File: src/rtl/i2c_pkg.sv
// Shared types and constants for the oversampled I2C slave register file.
package i2c_pkg;

    typedef enum logic [3:0] {
        IDLE, ADDR, ADDR_ACK, PTR, PTR_ACK, WR, WR_ACK, RD, RD_ACK, WAIT_STOP
    } i2c_state_t;

    localparam logic       I2C_ACK        = 1'b0;
    localparam logic       I2C_NACK       = 1'b1;
    localparam logic [6:0] I2C_SLAVE_ADDR = 7'h53;

endpackage

File: src/rtl/i2c_slave_regfile_if.sv
// Pad-side and fabric-side signals of the I2C slave register file.
interface i2c_slave_regfile_if #(
    parameter int PTR_W = 4
);
    logic             scl_i;
    logic             sda_i;
    logic             sda_oe;
    logic             host_wr_en;
    logic [PTR_W-1:0] host_addr;
    logic [7:0]       host_wdata;
    logic             rx_valid;
    logic [PTR_W-1:0] rx_addr;
    logic [7:0]       rx_data;
    logic             busy;

    modport slave (
        input  scl_i, sda_i, host_wr_en, host_addr, host_wdata,
        output sda_oe, rx_valid, rx_addr, rx_data, busy
    );

    modport master (
        output scl_i, sda_i, host_wr_en, host_addr, host_wdata,
        input  sda_oe, rx_valid, rx_addr, rx_data, busy
    );
endinterface

File: src/rtl/i2c_line_filter.sv
// Synchroniser + glitch filter for one pad line; emits registered level and edge pulses.
module i2c_line_filter #(
    parameter int SYNC_STAGES = 2,
    parameter int FILTER_LEN  = 3
) (
    input  logic clk,
    input  logic rst,
    input  logic raw,
    output logic level,
    output logic rise,
    output logic fall
);
    localparam int CNT_W = $clog2(FILTER_LEN + 1);

    logic [SYNC_STAGES-1:0] sync_q;
    logic [SYNC_STAGES:0]   vld_pipe;
    logic [CNT_W-1:0]       cnt;
    logic                   samp;

    assign samp = sync_q[SYNC_STAGES-1];

    // Until the synchroniser holds real pad samples, the level tracks it silently so
    // a reset taken mid-transfer cannot fabricate a START or STOP.
    always_ff @(posedge clk) begin
        if (rst) begin
            sync_q   <= '1;
            vld_pipe <= '0;
            level    <= 1'b1;
            cnt      <= '0;
            rise     <= 1'b0;
            fall     <= 1'b0;
        end else begin
            sync_q   <= {sync_q[SYNC_STAGES-2:0], raw};
            vld_pipe <= {vld_pipe[SYNC_STAGES-1:0], 1'b1};
            rise     <= 1'b0;
            fall     <= 1'b0;
            if (!vld_pipe[SYNC_STAGES]) begin
                level <= samp;
                cnt   <= '0;
            end else if (samp == level) begin
                cnt <= '0;
            end else if (cnt == CNT_W'(FILTER_LEN - 1)) begin
                level <= samp;
                cnt   <= '0;
                rise  <= samp;
                fall  <= ~samp;
            end else begin
                cnt <= cnt + 1'b1;
            end
        end
    end
endmodule

File: src/rtl/i2c_slave_regfile.sv
// I2C slave with auto-incrementing register file; SCL/SDA are oversampled by clk.
module i2c_slave_regfile
    import i2c_pkg::*;
#(
    parameter logic [6:0] SLAVE_ADDR  = I2C_SLAVE_ADDR,
    parameter int         NUM_REGS    = 16,
    parameter int         SYNC_STAGES = 2,
    parameter int         FILTER_LEN  = 3
) (
    input logic               clk,
    input logic               rst,
    i2c_slave_regfile_if.slave bus
);
    localparam int               PTR_W    = $clog2(NUM_REGS);
    localparam logic [PTR_W:0]   REG_CNT  = NUM_REGS[PTR_W:0];
    localparam logic [PTR_W-1:0] LAST_REG = PTR_W'(NUM_REGS - 1);

    logic scl_lvl, scl_rise, scl_fall;
    logic sda_lvl, sda_rise, sda_fall;
    logic start_det, stop_det;

    i2c_line_filter #(.SYNC_STAGES(SYNC_STAGES), .FILTER_LEN(FILTER_LEN)) u_scl_filt (
        .clk, .rst, .raw(bus.scl_i), .level(scl_lvl), .rise(scl_rise), .fall(scl_fall)
    );
    i2c_line_filter #(.SYNC_STAGES(SYNC_STAGES), .FILTER_LEN(FILTER_LEN)) u_sda_filt (
        .clk, .rst, .raw(bus.sda_i), .level(sda_lvl), .rise(sda_rise), .fall(sda_fall)
    );

    assign start_det = sda_fall & scl_lvl;
    assign stop_det  = sda_rise & scl_lvl;

    i2c_state_t       state;
    logic [3:0]       bit_cnt;
    logic [7:0]       shifter;
    logic [PTR_W-1:0] ptr, ptr_nxt;
    logic             rw, mack, fall_d;
    logic             sda_oe, busy, rx_valid;
    logic [PTR_W-1:0] rx_addr;
    logic [7:0]       rx_data;
    logic [7:0]       regs [NUM_REGS];
    logic [7:0]       rd_cur, rd_nxt;

    assign ptr_nxt      = (ptr == LAST_REG) ? '0 : ptr + 1'b1;
    assign rd_cur       = regs[ptr];
    assign rd_nxt       = regs[ptr_nxt];
    assign bus.sda_oe   = sda_oe;
    assign bus.busy     = busy;
    assign bus.rx_valid = rx_valid;
    assign bus.rx_addr  = rx_addr;
    assign bus.rx_data  = rx_data;

    // The I2C commit is applied after the host write so it wins a same-register collision.
    always_ff @(posedge clk) begin
        if (rst) begin
            for (int i = 0; i < NUM_REGS; i++) regs[i] <= '0;
        end else begin
            if (bus.host_wr_en && ({1'b0, bus.host_addr} < REG_CNT))
                regs[bus.host_addr] <= bus.host_wdata;
            if (rx_valid)
                regs[rx_addr] <= rx_data;
        end
    end

    // Bits are sampled on the filtered SCL rise; SDA is only ever changed one cycle
    // after the filtered SCL fall, well inside the low phase.
    always_ff @(posedge clk) begin
        rx_valid <= 1'b0;
        fall_d   <= scl_fall;
        if (rst) begin
            state   <= IDLE;
            bit_cnt <= '0;
            shifter <= '0;
            ptr     <= '0;
            rw      <= 1'b0;
            mack    <= I2C_NACK;
            sda_oe  <= 1'b0;
            busy    <= 1'b0;
            fall_d  <= 1'b0;
            rx_addr <= '0;
            rx_data <= '0;
        end else if (start_det) begin
            state   <= ADDR;
            bit_cnt <= '0;
            sda_oe  <= 1'b0;
            busy    <= 1'b0;
        end else if (stop_det) begin
            state   <= IDLE;
            bit_cnt <= '0;
            sda_oe  <= 1'b0;
            busy    <= 1'b0;
        end else if (scl_rise) begin
            case (state)
                ADDR, PTR, WR: begin
                    shifter <= {shifter[6:0], sda_lvl};
                    bit_cnt <= bit_cnt + 4'd1;
                    if (state == WR && bit_cnt == 4'd7) begin
                        rx_valid <= 1'b1;
                        rx_addr  <= ptr;
                        rx_data  <= {shifter[6:0], sda_lvl};
                    end
                end
                RD:      bit_cnt <= bit_cnt + 4'd1;
                RD_ACK:  mack <= sda_lvl;
                default: ;
            endcase
        end else if (fall_d) begin
            case (state)
                ADDR: if (bit_cnt == 4'd8) begin
                    bit_cnt <= '0;
                    if (shifter[7:1] == SLAVE_ADDR) begin
                        state  <= ADDR_ACK;
                        sda_oe <= ~I2C_ACK;
                        busy   <= 1'b1;
                        rw     <= shifter[0];
                    end else begin
                        state <= WAIT_STOP;
                    end
                end
                ADDR_ACK: if (rw) begin
                    state   <= RD;
                    sda_oe  <= ~rd_cur[7];
                    shifter <= {rd_cur[6:0], 1'b0};
                end else begin
                    state  <= PTR;
                    sda_oe <= 1'b0;
                end
                PTR: if (bit_cnt == 4'd8) begin
                    bit_cnt <= '0;
                    if ({1'b0, shifter} >= 9'(NUM_REGS)) begin
                        state <= WAIT_STOP;
                    end else begin
                        ptr    <= shifter[PTR_W-1:0];
                        sda_oe <= ~I2C_ACK;
                        state  <= PTR_ACK;
                    end
                end
                PTR_ACK, WR_ACK: begin
                    sda_oe <= 1'b0;
                    state  <= WR;
                end
                WR: if (bit_cnt == 4'd8) begin
                    bit_cnt <= '0;
                    sda_oe  <= ~I2C_ACK;
                    ptr     <= ptr_nxt;
                    state   <= WR_ACK;
                end
                RD: if (bit_cnt == 4'd8) begin
                    bit_cnt <= '0;
                    sda_oe  <= 1'b0;
                    state   <= RD_ACK;
                end else begin
                    sda_oe  <= ~shifter[7];
                    shifter <= {shifter[6:0], 1'b0};
                end
                RD_ACK: if (mack == I2C_NACK) begin
                    state <= WAIT_STOP;
                end else begin
                    ptr     <= ptr_nxt;
                    sda_oe  <= ~rd_nxt[7];
                    shifter <= {rd_nxt[6:0], 1'b0};
                    state   <= RD;
                end
                default: ;
            endcase
        end
    end
endmodule
File: src/flat_wrapper.sv
// flat-port wrapper written by rule: the top's interface ports become plain ports
module i2c_slave_regfile_flat import i2c_pkg::*;
#(
    parameter logic [6:0] SLAVE_ADDR  = I2C_SLAVE_ADDR,
    parameter int         NUM_REGS    = 16,
    parameter int         SYNC_STAGES = 2,
    parameter int         FILTER_LEN  = 3
)
  (clk, rst, bus_scl_i, bus_sda_i, bus_host_wr_en, bus_host_addr, bus_host_wdata, bus_sda_oe, bus_rx_valid, bus_rx_addr, bus_rx_data, bus_busy);
  i2c_slave_regfile_if bus_i ();
  input logic clk;
  input logic rst;
  input wire logic [$bits(bus_i.scl_i)-1:0] bus_scl_i;
  input wire logic [$bits(bus_i.sda_i)-1:0] bus_sda_i;
  input wire logic [$bits(bus_i.host_wr_en)-1:0] bus_host_wr_en;
  input wire logic [$bits(bus_i.host_addr)-1:0] bus_host_addr;
  input wire logic [$bits(bus_i.host_wdata)-1:0] bus_host_wdata;
  output wire logic [$bits(bus_i.sda_oe)-1:0] bus_sda_oe;
  output wire logic [$bits(bus_i.rx_valid)-1:0] bus_rx_valid;
  output wire logic [$bits(bus_i.rx_addr)-1:0] bus_rx_addr;
  output wire logic [$bits(bus_i.rx_data)-1:0] bus_rx_data;
  output wire logic [$bits(bus_i.busy)-1:0] bus_busy;
  assign bus_i.scl_i = bus_scl_i;
  assign bus_i.sda_i = bus_sda_i;
  assign bus_i.host_wr_en = bus_host_wr_en;
  assign bus_i.host_addr = bus_host_addr;
  assign bus_i.host_wdata = bus_host_wdata;
  assign bus_sda_oe = bus_i.sda_oe;
  assign bus_rx_valid = bus_i.rx_valid;
  assign bus_rx_addr = bus_i.rx_addr;
  assign bus_rx_data = bus_i.rx_data;
  assign bus_busy = bus_i.busy;
  i2c_slave_regfile #(.SLAVE_ADDR(SLAVE_ADDR), .NUM_REGS(NUM_REGS), .SYNC_STAGES(SYNC_STAGES), .FILTER_LEN(FILTER_LEN)) u_core (.clk(clk), .rst(rst), .bus(bus_i));
endmodule
File: config.mk
export PLATFORM = sky130hd
export DESIGN_NAME = i2c_slave_regfile_flat
export DESIGN_NICKNAME = d
export VERILOG_FILES = /design/src/rtl/i2c_pkg.sv /design/src/rtl/i2c_slave_regfile_if.sv /design/src/rtl/i2c_line_filter.sv /design/src/rtl/i2c_slave_regfile.sv /design/src/flat_wrapper.sv
export SDC_FILE = /design/constraint.sdc
export NUM_CORES = 1
export LEC_CHECK = 0
export ABC_AREA = 1
export CAP_MARGIN = 20
export CORE_MARGIN = 1
export CORE_UTILIZATION = 60
export DETAILED_ROUTE_END_ITERATION = 10
export PLACE_DENSITY_LB_ADDON = 0.12
export SLEW_MARGIN = 0
export SYNTH_ARGS = -nofsm -noshare
export SYNTH_HDL_FRONTEND = slang
export SYNTH_SLANG_ARGS = --single-unit
File: constraint.sdc
create_clock -name clk -period 4.4 [get_ports clk]
set_input_delay 0.66 -clock clk [delete_from_list [all_inputs] [get_ports clk]]
set_output_delay 0.66 -clock clk [all_outputs]
set_load 0.05 [all_outputs]
======== Yosys cells after proc, flatten, opt, wreduce, memory -nomap -nowiden ========
Memories as Yosys holds them, arrays and structs flattened. A register that Yosys moved wholly into a read port is not among the register bits.
Cells that the tools add are included.
storage, ports and cells
  memories ................................ 1
  logic and storage cells ................. 182
  bits of input ports ..................... 17
  register bits after elaboration ......... 58
  output and inout port bits .............. 15
  RAM bits ................................ 128
operators by class
  add/sub/neg operators ................... 4
  multiplexer cells ....................... 65
  bitwise gates (word level) .............. 15
  equality and inequality tests ........... 38
  $lt $le $gt $ge ......................... 1
  reductions and logical operators ........ 31
memories
  name         words  bits a word  rd ports  clocked after Yosys merged registers in  write ports  line                     text
  u_core.regs  16     8            2         1                                        16           i2c_slave_regfile.sv:40  logic [7:0] regs [NUM_REGS];
operators with widths
  kind                                                                                  count
  4-bit two-way mux                                                                     21
  8-bit two-way mux                                                                     8
  1-bit two-way mux                                                                     31
  4-bit one-hot mux with 7 select lines                                                 1
  8-bit one-hot mux with 3 select lines                                                 1
  7-bit AND reduction                                                                   3
  4-bit by 3-bit equality test with 1-bit output (second input constant)                5
  4-bit OR reduction                                                                    5
  9-bit AND reduction                                                                   2
  8-bit OR reduction                                                                    2
  2-bit by 1-bit inequality test with 1-bit output (second input constant)              7
  2-bit inequality test (second input constant)                                         7
  1-bit NOT                                                                             13
  4-bit equality test (second input constant)                                           3
  4-bit by 1-bit inequality test with 1-bit output (second input constant)              3
  4-bit one-hot mux with 3 select lines                                                 1
  5-bit AND reduction                                                                   2
  9-bit nonzero test                                                                    1
  4-bit by 1-bit adder with 4-bit output (second input constant)                        2
  4-bit by 2-bit equality test with 1-bit output (second input constant)                2
  8-bit by 5-bit greater-or-equal comparator with 1-bit output (second input constant)  1
  4-bit AND reduction                                                                   2
  8-bit AND reduction                                                                   1
  7-bit equality test (second input constant)                                           1
  20 further kinds                                                                      29

======== Longest topological paths before layout ========
  word-level depth ........................ 8
  gate-level depth with buffers ........... 13
  depth with buffers taken out ............ 12

======== Hierarchy ========
A second synthesis with hierarchy kept.
second synthesis, totals
  cells, all modules ...................... 1479
  area, all modules ....................... 11068.1 um^2
modules (own cells, without submodules)
  module             cells an instance  times used  area each (um^2)  seq. area each (um^2)
  i2c_slave_regfile  1405               1           10412.5           4684.5
  i2c_line_filter    37                 2           327.8             200.2

======== Worst setup path before layout ========
No wires, ideal clock.
  kind .................................... input to register
  from .................................... in rst
  to ...................................... mem u_core.regs[10][0] (enable)
  library setup time ...................... 0.338 ns
  buffers on the path ..................... 3
  stages on the path ...................... 9
  arrival ................................. 1.928 ns
  setup slack ............................. 2.134 ns
  required time ........................... 4.062 ns
  cells stage by stage .................... buf_6 > clkinv_2 > nand2_2 > inv_1 > nand2_1 > or3_1 > buf_2 > buf_6 > nand3b_1
RTL lines
  item                line                     text
  start: declaration  flat_wrapper.sv:12       input logic rst;
  end: declaration    i2c_slave_regfile.sv:40

==> flow_summary.json <==
{
  "via_per_inst": 6.41,
  "drv_cap": 0,
  "hold_class": "reg2reg",
  "cts.sinks": 187,
  "hold-worst-slack_ns": 0.404,
  "worst_slew_pin_slew_ns": 1.05,
  "synth_mux_area_share_pct": 0,
  "drt-wirelength-per-cell_um": 21.5,
  "synth_edf_count": 128,
  "r2r_slack_ns": 1.32,
  "r2r.worst_path.cells": 12,
  "nFillCells": 1593,
  "r2r-end": "u_core.shifter[1]",
  "hpwlAfterDp_um": 24800,
  "cp.required_ns": 4.51,
  "worstPathArrival_ns": 3.19,
  "regArea_mm2": 0.00503,
  "post-route-period-util_pct": 70.1,
  "ys_types": 43,
  "start_util_pct": 61.2,
  "critPathMaxFanout": 34,
  "diodes": 0,
  "synth-simple-area-share_pct": 30.0,
  "synth_compound_area_share_pct": 13.9,
  "skew_ns": 0.0153,
  "rsz0062_at_grt": "false",
  "root_buffer": "clkbuf_16",
  "min_period_ns": 3.09,
  "clock.fmax_mhz": 324,
  "p_sw_uw": 907,
  "ys_ff_latch": 187,
  "grt_pass1_vias": 9838,
  "yosys_warnings": 0,
  "overflow": 0,
  "cts_tree": "done",
  "netlist_area_mm2": 0.0110,
  "yosys.area_share.adder_pct": 0.567,
  "outcome": "finished clean",
  "swShare_pct": 23.7,
  "finalSetupTns_ns": 0,
  "synth_area_per_cell_um2": 7.42,
  "die_w_um": 138,
  "ys_seq_area_share_pct": 45.5,
  "final_max_slew_viol_count": 0,
  "critical_path_class": "in2reg",
  "p_int_uw": 2920,
  "htree_levels": 4,
  "hold_viol_final": 0,
  "clkTransAtPathRegs_ns": 0.07,
  "cp-start-kind": "input port",
  "combinationalPowerShare_pct": 5.9,
  "multiInputGateArea_mm2": 0.00492,
  "synth_flop_cell": "edfxtp_1",
  "vias": 10947,
  "min_to": "u_core.u_scl_filt.vld_pipe[2]",
  "antenna_found_initial": 0,
  "synthArstFlopShare_pct": 0,
  "synth_cells": 1488,
  "synth_nets": 1510,
  "p_seq_share_pct": 52.3,
  "slew-limit-headroom_pct": 29.7,
  "cts.hold.buffers_added": 0,
  "cts_resized": 0,
  "ant_nets": 0,
  "area_growth_pct": 8.47,
  "mostFrequentLayoutCell": "nand2_1",
  "ir_drop_v": 0.000270,
  "synth-xor-area-share_pct": 0.0794,
  "clockBufferDepth": 2,
  "remaining_drc_errors": 0,
  "reg2reg_from": "u_core.ptr[1]",
  "p_leak_uw": 0.00484,
  "portBuffers": 31,
  "end_kind": "flip-flop",
  "routed_wl_um": 36700,
  "clkLatencyLatePin_ns": 0.45,
  "std_cell_rows": 49,
  "dieArea_mm2": 0.0189,
  "ios": 32,
  "gp_congestion": 1.03,
  "cts_buffers": 17,
  "die_h_um": 138,
  "synth_top_family_by_area": "simple AND/OR/NAND/NOR gates",
  "grt.total_usage_pct": 40.4,
  "hold_start": "u_core.u_sda_filt.vld_pipe[1]",
  "holdPathStages": 2,
  "setup_violations": 0,
  "final_cell_mix": "nand2_1 (325), nand3_1 (286), inv_1 (170)",
  "firstDrtPassIters": 6,
  "cts_setup_buffers": 0,
  "clock_power_share_pct": 41.9,
  "powerDensity_mw_per_mm2": 319,
  "final_nets": 1489,
  "drt-initial-drc-count": 1624,
  "drive_above_1_share_pct": 5.27,
  "grt_pass1_wl_um": 55400,
  "core_area_mm2": 0.0180,
  "grt_max_degree": 68
}
==> synthesized netlist by cell type (2+ instances only) <==
cell,count,area [um^2]
nand2_1,325,1220
nand3_1,286,1430
inv_1,170,638
edfxtp_1,128,3840
o21ai_0,109,546
nor2_1,88,330
a21oi_1,70,350
o22ai_1,64,400
dfxtp_1,59,1180
clkbuf_1,39,146
buf_2,32,160
o211ai_1,18,135
nand4_1,15,93.8
buf_1,12,45.0
nor3_1,9,45.0
inv_2,7,26.3
o21ai_1,7,35.0
nand2_2,6,37.5
ha_1,5,62.6
or2_2,4,25.0
buf_4,3,22.5
buf_6,3,33.8
clkinv_1,3,11.3
nand3b_1,3,22.5
a211oi_1,2,15.0
a21oi_2,2,17.5
nor2_2,2,12.5
nor2_4,2,22.5
==> area by class of cell <==
| cell class | instances | area share, % |
|---|---|---|
| clock buffer | 17 | 3.55 |
| clock inverter | 15 | 1.42 |
| inverter | 181 | 5.69 |
| multi-input combinational | 1030 | 41.1 |
| sequential | 187 | 42.0 |
| tap | 229 | 2.39 |
| timing repair buffer | 50 | 3.88 |
==> metrics by stage <==
step	area (um^2)	power, uW	util [%]	cells	setup WS [ns]
5_1_grt	12000	3910	66.4	1709	1.12
6_report	12000	3820	66.4	1709	1.31
2_1_floorplan	11000	2160	-	1488	2.13
4_1_cts	11900	3810	66.3	1707	1.36
3_5_place_dp	11300	2250	63.0	1675	0.904
3_3_place_gp	11300	2240	63.0	1675	0.988
==> sequential cells by signal, indices dropped and copies added, names as in the netlist, 2 cells and up, named ones only <==
signal                      count
u_core.shifter                  8
u_core.bus.rx_data              8
u_core.u_sda_filt.cnt           2
u_core.regs                   128
u_core.state                    4
u_core.bit_cnt                  4
u_core.u_scl_filt.sync_q        2
u_core.u_sda_filt.vld_pipe      2
u_core.u_sda_filt.sync_q        2
u_core.u_scl_filt.cnt           2
u_core.bus.rx_addr              4
u_core.ptr                      4
==> routing by layer <==
layer	part of all wire [%]	up-vias	GRT usage (%)
li1	-	5024	-
met1	38	5003	52.2
met2	46	779	64.6
met3	11	141	7.10
met4	4.9	0	21.0
met5	0	-	0
==> kinds of logic after synthesis <==
kind of cell / Yosys count
AO/OA/AOI/OAI: 276
XOR/XNOR: 1
buffers and inverters: 271
adder cells (fa/ha/maj): 5
AND/OR/NAND/NOR: 748
flip-flops: 187
==> how the worst max path moves through the flow <==
stage | to | depth (start not counted) | slack [ns] | startpoint
after floorplan | u_core.regs[10][0] | 9 | 2.13 | rst
after global placement | u_core.regs[12][3] | 9 | 0.99 | rst
after detailed placement | u_core.regs[12][1] | 9 | 0.90 | rst
after CTS | u_core.regs[12][5] | 9 | 1.36 | rst
after global routing | u_core.bus.sda_oe | 13 | 1.12 | u_core.ptr[1]
final | u_core.regs[12][5] | 9 | 1.31 | rst
==> critical path, stage by stage <==
cell and delay, ns:
clkdlybuf4s50_1 0.44, clkinv_2 0.06, buf_4 0.36, nand2_2 0.15, inv_1 0.19, nand2_1 0.11
nor2_1 0.36, nand2_1 0.39, nand3b_1 0.44
==> power groups by stage <==
stage | clock network, uW | registers (uW) | logic (uW)
finish | 1600 | 2000 | 224
global route | 1660 | 2000 | 246
CTS | 1590 | 1990 | 218
detailed placement | 0 | 2030 | 217
global placement | 0 | 2030 | 212
floorplan | 0 | 2010 | 145
Note: power is estimated with default switching activity, not from simulation.
